**src/rtl/seg7_scan_driver_pkg.sv**
```systemverilog
// Shared definitions for the multiplexed 7-segment scan driver:
// the scan phase type and the segment patterns {g,f,e,d,c,b,a}, active-high.
package seg7_scan_driver_pkg;

  typedef enum logic {
    PH_BLANK = 1'b0,
    PH_DRIVE = 1'b1
  } phase_t;

  localparam logic [6:0] SEG_0 = 7'h3F;
  localparam logic [6:0] SEG_1 = 7'h06;
  localparam logic [6:0] SEG_2 = 7'h5B;
  localparam logic [6:0] SEG_3 = 7'h4F;
  localparam logic [6:0] SEG_4 = 7'h66;
  localparam logic [6:0] SEG_5 = 7'h6D;
  localparam logic [6:0] SEG_6 = 7'h7D;
  localparam logic [6:0] SEG_7 = 7'h07;
  localparam logic [6:0] SEG_8 = 7'h7F;
  localparam logic [6:0] SEG_9 = 7'h6F;
  localparam logic [6:0] SEG_A = 7'h77;
  localparam logic [6:0] SEG_B = 7'h7C;
  localparam logic [6:0] SEG_C = 7'h39;
  localparam logic [6:0] SEG_D = 7'h5E;
  localparam logic [6:0] SEG_E = 7'h79;
  localparam logic [6:0] SEG_F = 7'h71;

  // All segments dark.
  localparam logic [6:0] DIG_OFF = 7'h00;

endpackage

```
**src/rtl/hex2seg7.sv**
```systemverilog
// Combinational hex nibble to 7-segment pattern decoder, active-high.
// Shared by the scan driver and the debug display.
module hex2seg7
  import seg7_scan_driver_pkg::*;
(
  input  logic [3:0] nib,
  output logic [6:0] seg
);

  // Look up the segment pattern for the nibble.
  always_comb begin
    unique case (nib)
      4'h0: seg = SEG_0;
      4'h1: seg = SEG_1;
      4'h2: seg = SEG_2;
      4'h3: seg = SEG_3;
      4'h4: seg = SEG_4;
      4'h5: seg = SEG_5;
      4'h6: seg = SEG_6;
      4'h7: seg = SEG_7;
      4'h8: seg = SEG_8;
      4'h9: seg = SEG_9;
      4'hA: seg = SEG_A;
      4'hB: seg = SEG_B;
      4'hC: seg = SEG_C;
      4'hD: seg = SEG_D;
      4'hE: seg = SEG_E;
      default: seg = SEG_F;
    endcase
  end

endmodule

```
**src/rtl/seg7_scan_driver.sv**
```systemverilog
// Multiplexed 7-segment scan driver. The processor writes a shadow copy at any
// time; the shadow is copied to the display registers only at frame boundaries,
// so one frame never mixes old and new digits. Each digit slot begins with a
// blanking gap so the digit enables never overlap.
module seg7_scan_driver
  import seg7_scan_driver_pkg::*;
#(
  parameter int NUM_DIGITS     = 4,
  parameter int REFRESH_CYCLES = 100_000,
  parameter int BLANK_CYCLES   = 2_000,
  parameter int CNT_BITS       = 17,
  parameter bit ACTIVE_LOW     = 1'b0
) (
  input  logic                    clk,
  input  logic                    reset,
  input  logic                    wr_en,
  input  logic [4*NUM_DIGITS-1:0] wr_data,
  input  logic [NUM_DIGITS-1:0]   wr_dp,
  input  logic [NUM_DIGITS-1:0]   wr_blank,
  output logic                    wr_ack,
  output logic [NUM_DIGITS-1:0]   an,
  output logic [6:0]              seg,
  output logic                    dp
);

  localparam int                  IDX_W     = (NUM_DIGITS > 2) ? $clog2(NUM_DIGITS) : 1;
  localparam logic [CNT_BITS-1:0] CNT_LAST  = CNT_BITS'(REFRESH_CYCLES - 1);
  localparam logic [CNT_BITS-1:0] CNT_DRIVE = CNT_BITS'(BLANK_CYCLES);
  localparam logic [IDX_W-1:0]    IDX_LAST  = IDX_W'(NUM_DIGITS - 1);
  localparam logic                INV       = (ACTIVE_LOW != 1'b0);
  // Phase entered at the start of every slot (no gap at all if BLANK_CYCLES is 0).
  localparam phase_t              PH_START  = (BLANK_CYCLES == 0) ? PH_DRIVE : PH_BLANK;

  logic [CNT_BITS-1:0]   cnt;
  logic [IDX_W-1:0]      idx;
  logic                  slot_end;
  logic                  frame_end;

  logic [4*NUM_DIGITS-1:0] shadow_data;
  logic [NUM_DIGITS-1:0]   shadow_dp;
  logic [NUM_DIGITS-1:0]   shadow_blank;
  logic [4*NUM_DIGITS-1:0] display_data;
  logic [NUM_DIGITS-1:0]   display_dp;
  logic [NUM_DIGITS-1:0]   display_blank;

  phase_t                phase;
  phase_t                phase_next;
  logic [3:0]            cur_nib;
  logic [6:0]            cur_code;
  logic [NUM_DIGITS-1:0] an_d;
  logic [6:0]            seg_d;
  logic                  dp_d;

  assign slot_end  = (cnt == CNT_LAST);
  assign frame_end = slot_end && (idx == IDX_LAST);

  // Slot counter and digit index; idx advances each time the slot counter wraps.
  always_ff @(posedge clk) begin
    // NOTE: state registers use non-blocking assignments so every always_ff
    // sees the pre-edge values of the others, independent of block order.
    if (reset) begin
      cnt <= '0;
      idx <= '0;
    end else if (slot_end) begin
      cnt <= '0;
      idx <= (idx == IDX_LAST) ? '0 : idx + 1'b1;
    end else begin
      cnt <= cnt + 1'b1;
    end
  end

  // Shadow registers capture every write strobe; wr_ack echoes it one cycle later.
  always_ff @(posedge clk) begin
    if (reset) begin
      shadow_data  <= '0;
      shadow_dp    <= '0;
      shadow_blank <= '0;
      wr_ack       <= 1'b0;
    end else begin
      wr_ack <= wr_en;
      if (wr_en) begin
        shadow_data  <= wr_data;
        shadow_dp    <= wr_dp;
        shadow_blank <= wr_blank;
      end
    end
  end

  // Display registers load from the shadow only at a frame boundary.
  always_ff @(posedge clk) begin
    if (reset) begin
      display_data  <= '0;
      display_dp    <= '0;
      display_blank <= '0;
    end else if (frame_end) begin
      // NOTE: a write sampled on this same edge has not reached the shadow yet,
      // so the display takes the pre-write value and the new one waits a frame.
      display_data  <= shadow_data;
      display_dp    <= shadow_dp;
      display_blank <= shadow_blank;
    end
  end

  // Phase register: tracks whether the current cnt lies in the blanking gap.
  always_ff @(posedge clk) begin
    if (reset) phase <= PH_START;
    else       phase <= phase_next;
  end

  assign cur_nib = display_data[{idx, 2'b00} +: 4];

  hex2seg7 u_hex2seg7 (
    .nib (cur_nib),
    .seg (cur_code)
  );

  // Next phase and the unregistered digit/segment selection for the current cnt/idx.
  always_comb begin
    // NOTE: every output of this block gets a default first, so no path can
    // leave a value unassigned and infer a latch.
    phase_next = phase;
    an_d       = '0;
    seg_d      = DIG_OFF;
    dp_d       = 1'b0;

    unique case (phase)
      PH_BLANK: begin
        if (slot_end)                     phase_next = PH_START;
        else if (cnt + 1'b1 == CNT_DRIVE) phase_next = PH_DRIVE;
      end
      PH_DRIVE: begin
        if (slot_end) phase_next = PH_START;
        an_d[idx] = 1'b1;
        if (!display_blank[idx]) begin
          seg_d = cur_code;
          dp_d  = display_dp[idx];
        end
      end
      default: phase_next = PH_START;
    endcase
  end

  // Output register with the board polarity applied.
  always_ff @(posedge clk) begin
    if (reset) begin
      an  <= {NUM_DIGITS{INV}};
      seg <= {7{INV}};
      dp  <= INV;
    end else begin
      an  <= an_d ^ {NUM_DIGITS{INV}};
      seg <= seg_d ^ {7{INV}};
      dp  <= dp_d ^ INV;
    end
  end

endmodule

```
**config.mk**
```make
export PLATFORM = sky130hd
export DESIGN_NAME = seg7_scan_driver
export DESIGN_NICKNAME = d
export VERILOG_FILES = /design/src/rtl/seg7_scan_driver_pkg.sv /design/src/rtl/hex2seg7.sv /design/src/rtl/seg7_scan_driver.sv
export SDC_FILE = /design/constraint.sdc
export NUM_CORES = 1
export LEC_CHECK = 0
export CAP_MARGIN = 20
export CORE_UTILIZATION = 34
export CTS_CLUSTER_DIAMETER = 30
export CTS_CLUSTER_SIZE = 20
export DETAILED_ROUTE_END_ITERATION = 8
export GPL_TIMING_DRIVEN = 0
export HOLD_SLACK_MARGIN = 0.02
export PLACE_DENSITY = 0.58
export SYNTH_ARGS = -nofsm -noshare
export SYNTH_HDL_FRONTEND = slang
export SYNTH_HIERARCHICAL = 1
export SYNTH_SLANG_ARGS = --single-unit
```
**constraint.sdc**
```tcl
create_clock -name clk -period 3.2 [get_ports clk]
set_input_delay 0.48 -clock clk [delete_from_list [all_inputs] [get_ports clk]]
set_output_delay 0.48 -clock clk [all_outputs]
set_load 0.01 [all_outputs]
```
======== Word-level counts from Yosys, hierarchy flattened ========
Memory sizes are Yosys's and may differ from the RTL's. A register that Yosys moved wholly into a read port is not among the register bits.
Index checks and enable logic that the tools add are counted.
Widths: inputs -> output; s select.
storage, ports and cells
  logic and storage cells ................. 38
  bits in read-only memories .............. 112
  output and inout port bits .............. 13
  bits of input ports ..................... 27
  register bits after elaboration ......... 74
  memories kept ........................... 1
cells by class
  bitwise gates (word level) .............. 1
  shift operators ......................... 1
  multiplexer cells ....................... 11
  add/subtract/negate cells ............... 2
  reductions and logical operators ........ 5
  order comparisons ....................... 2
  equality and inequality tests ........... 3
memory list
  memory            depth  width  read ports  clocked after memory_dff  write ports  RTL line        RTL
  (name not given)  16     7      1           1                         0            hex2seg7.sv:12  unique case (nib)
operator list
  operator               count
  $add 17x1->17 const B  1
  $eq 17x11->1 const B   1
  $eq 17x17->1 const B   1
  $shiftx 16x5->4        1
  $mux 1                 6
  $bmux 1 s2             2
  $reduce_or 2->1        2
  $lt 2x3->1 const B     1
  $reduce_or 3->1        1
  $add 2x1->2 const B    1
  $demux 1 s2            1
  $eq 2x2->1 const B     1
  $ge 2x1->1 const B     1
  $logic_and 1x1->1      2
  $mux 2                 1
  $pmux 1 s2             1
  $not 1->1              1

======== Logic depth before layout (Yosys ltp) ========
  depth after elaboration ................. 5
  gate-level depth with buffers ........... 8
  mapped depth without buffers ............ 7

======== By module ========
Netlist, hierarchy kept.
modules (own cells, without submodules)
  module            seq. area each (µm²)  area each (µm²)  cells each  times used
  seg7_scan_driver  1,621.6               3,385.7          347         1
  hex2seg7          0.0                   282.8            33          1

======== Worst setup path before layout ========
OpenSTA, ideal clock, no wires.
  kind .................................... register to register
  start ................................... reg idx[0]
  end ..................................... reg seg[3]
  period minus slack after synthesis ...... 2,403 ps
  required time ........................... 3,085 ps
  cell stages (with the launch flop) ...... 8
  path slack .............................. 797 ps
  setup time .............................. 115 ps
  buffers on the path ..................... 1
  data arrival time ....................... 2,288 ps
  path through ............................ dfxtp_1 clkbuf_1 mux4_2 inv_1 ha_1 inv_1 mux4_2 and2_1
on the way
  elaborated cells between the ends (all ways) .. 4
  classes of those cells .................. shift (1); mux (2); reduce/logical (1)
RTL lines
  item                    RTL line                 RTL
  from (decl)             seg7_scan_driver.sv:35   logic [IDX_W-1:0] idx;
  from (signal assigned)  seg7_scan_driver.sv:66   idx <= (idx == IDX_LAST) ? '0 : idx + 1'b1;
  $shiftx 16x5->4         seg7_scan_driver.sv:110  assign cur_nib = display_data[{idx, 2'b00} +: 4];
  via cur_nib[1]          seg7_scan_driver.sv:48   logic [3:0] cur_nib;
  to (decl)               seg7_scan_driver.sv:22   output logic [6:0] seg,
The timed path passes the listed nets, and every way through them passes these cells. The select of a mux whose other input is x is not followed.
A chain may end at the register's enable or synchronous reset.

======== Worst setup path in the final report ========
Ends and elaborated chain as after synthesis.

==> flow_summary.json <==
{
  "status": "finished clean",
  "overflow": 0,
  "yosysTopAreaCellShare_pct": 44.2,
  "slowest_delay_ns": 0.65,
  "wirelength_mm": 7.05,
  "synth_area_sq_um": 3670,
  "insertion_delay_ns": 0.35,
  "final-hold-violation-count": 0,
  "antenna_found_initial": 0,
  "p_per_area_nw_per_um2": 429,
  "finalClockSkew_ns": 0.00568,
  "crit_fanout": 9,
  "ys_seq_area_share_pct": 44.2,
  "track_usage_pct": 13.7,
  "yosys_warnings": 6,
  "final_common_cell": "dfxtp_1",
  "cts_sinks": 81,
  "dpl_cell_area_sq_um": 4220,
  "finish.net_count": 468,
  "die-area_sq_um": 11200,
  "drv_slew": 0,
  "p_switching_uw": 411,
  "fin_cells": 569,
  "fin_util_pct": 42.6,
  "synth_area_leader_cell": "dfxtp_1",
  "path_class": "flip-flop to flip-flop",
  "grt_pass1_vias": 2438,
  "routedWlPerCell_um": 12.4,
  "hold_depth": 2,
  "synth_ff_type": "dfxtp_1",
  "via_count": 2621,
  "hold_class": "flip-flop to flip-flop",
  "syn_avg_cell_area_sq_um": 9.65,
  "cp_cell_sequence": "clkbuf_1 -> mux4_2 -> inv_1 -> ha_1 -> inv_1 -> mux4_2 -> and2_1",
  "p_clk_share_pct": 39.6,
  "final_cell_mix": "81 x dfxtp_1, 49 x nor2_1, 39 x nand2_1",
  "core_area_sq_um": 10400,
  "cp_slowest_cell": "mux4_2",
  "avgViaCountPerCell": 4.61,
  "end_kind": "flip-flop",
  "synth_nets": 419,
  "async_reset_ff_share_pct": 0,
  "start_kind": "flip-flop",
  "ant_nets": 0,
  "portBuffers": 38,
  "grt_pass1_wl_mm": 11.9,
  "crit_start": "idx[0]",
  "power_frac_seq_pct": 55.2,
  "hold_start": "display_data[13]",
  "top_usage_layer": "met2",
  "hpwl_mm": 5.05,
  "rows": 37,
  "syn_inst": 380,
  "met2_usage_pct": 19.9,
  "post-route-min-period_ns": 2.69,
  "dr.first_iter.drc_count": 68,
  "maxCapViolations": 0,
  "p_int_uw": 1480,
  "placed_cells": 554,
  "start_util_pct": 35.4,
  "synth_area_leaders": "dfxtp_1 44%, mux2i_1 7.1%, nor2_1 5.0%",
  "finalCritPeriodShare_pct": 84.0,
  "htreeDepth": 3,
  "cts_resized": 0,
  "die_w_um": 106,
  "grt_max_degree": 13,
  "leakagePower_uw": 0.00159,
  "final-setup-viol-count": 0,
  "final_area_sq_um": 4420,
  "vdd_drop_max_uv": 181,
  "clk_pin_slew_ns": 0.08,
  "r2r_start": "idx[0]",
  "tightest_slew_ns": 0.756,
  "critPathArrivalTime_ns": 2.93,
  "die_h_um": 106,
  "synth-edff-count": 0,
  "syn2layout_area_growth_pct": 20.4,
  "post_cts_buffers": 0,
  "cts_tree": "done",
  "r2r_cells": 7,
  "max_freq_ghz": 0.372,
  "comb_power_share_pct": 5.2,
  "grt_use_met1_pct": 18.9,
  "grtUsageMet3_pct": 3.15,
  "cp.required_ns": 3.45,
  "cts-root-buf": "clkbuf_8",
  "ios": 40,
  "timing.hold.ws_ns": 0.458,
  "layout-drive-gt1-share_pct": 18.0,
  "sw_frac_of_total_pct": 21.7,
  "rsz0062_at_grt": "no",
  "hold_buffers": 0,
  "route.detailed.drc": 0,
  "globalplace.congestion": 0.826,
  "worst_slew_margin_rel_pct": 49.6,
  "cts_buffers": 9,
  "synthDistinctLibCells": 49,
  "dr.pass1.iters": 5,
  "tns_ns": 0,
  "clk_path_buf_depth": 2,
  "diodes": 0,
  "ys_ff_latch": 81
}
==> cells by family after synthesis <==
| family | after synthesis | share of synthesized area (%) |
|---|---|---|
| AND/OR/NAND/NOR | 163 | 22.4 |
| adder cells (fa/ha/maj) | 12 | 4.09 |
| flip-flops | 81 | 44.2 |
| multiplexers | 36 | 12.3 |
| XOR/XNOR | 16 | 3.82 |
| buffers and inverters | 31 | 4.81 |
| AO/OA/AOI/OAI | 41 | 8.36 |
==> worst paths after layout <==
check	endpoint	slack, ns
worst max-delay path	seg[3]	0.51
worst min-delay path	display_data[13]	0.46
worst max register to register	seg[3]	0.51
worst min register to register	display_data[13]	0.46
==> critical path: cells and delay by family (launching register included) <==
family	cells	cell delay (ns)
AND/OR/NAND/NOR	1	0.14
multiplexers	2	1.08
buffers and inverters	3	0.71
flip-flops	1	0.37
adder cells (fa/ha/maj)	1	0.27
==> power groups by stage <==
stage | Combinational (uW) | Clock [uW] | Sequential (uW)
CTS | 101 | 777 | 1040
detailed placement | 100 | 0 | 1070
global placement | 98.6 | 0 | 1070
finish | 98.7 | 750 | 1040
global route | 110 | 819 | 1050
floorplan | 53.6 | 0 | 1070
==> per-layer routing <==
metal,vias to the layer above,part of all wire [%]
met5,-,0
met4,0,1.7
met3,6,3.8
met2,47,43
met1,1196,52
li1,1372,-
==> stage by stage <==
stage / worst slack (ns) / total power (uW)
final: 0.513 / 1890
after global routing: 0.287 / 1980
after CTS: 0.487 / 1920
after detailed placement: 0.505 / 1170
after global placement: 0.540 / 1170
after floorplan: 0.797 / 1120
==> Yosys cell counts, types with 8 or more instances <==
cell type and count:
a21oi_1 11, dfxtp_1 81, and2_1 12, nor3_1 8, inv_1 9, xor2_1 9
nand3_1 8, a21oi_2 20, nand2_1 39, ha_1 12, nor2_1 49, nand2_2 21
mux2i_1 26, clkbuf_1 13
==> cell type report <==
cell class | count | area, sq um
well taps | 136 | 170
multi-input cells | 268 | 1870
clock inverters | 2 | 37.5
flip-flops and latches | 81 | 1620
fillers | 1054 | 5950
plain buffers | 21 | 136
inverters | 10 | 40.0
clock buffers | 13 | 159
repair buffers | 38 | 380
==> flip-flops by register name, indices dropped and copies added (netlist names) <==
signal and flops:
an 4, cnt 17, display_blank 4, display_data 16, display_dp 4, dp 1
idx 2, phase 1, seg 7, shadow_blank 4, shadow_data 16, shadow_dp 4
wr_ack 1
No activity file was read; power rests on OpenSTA's default activity.
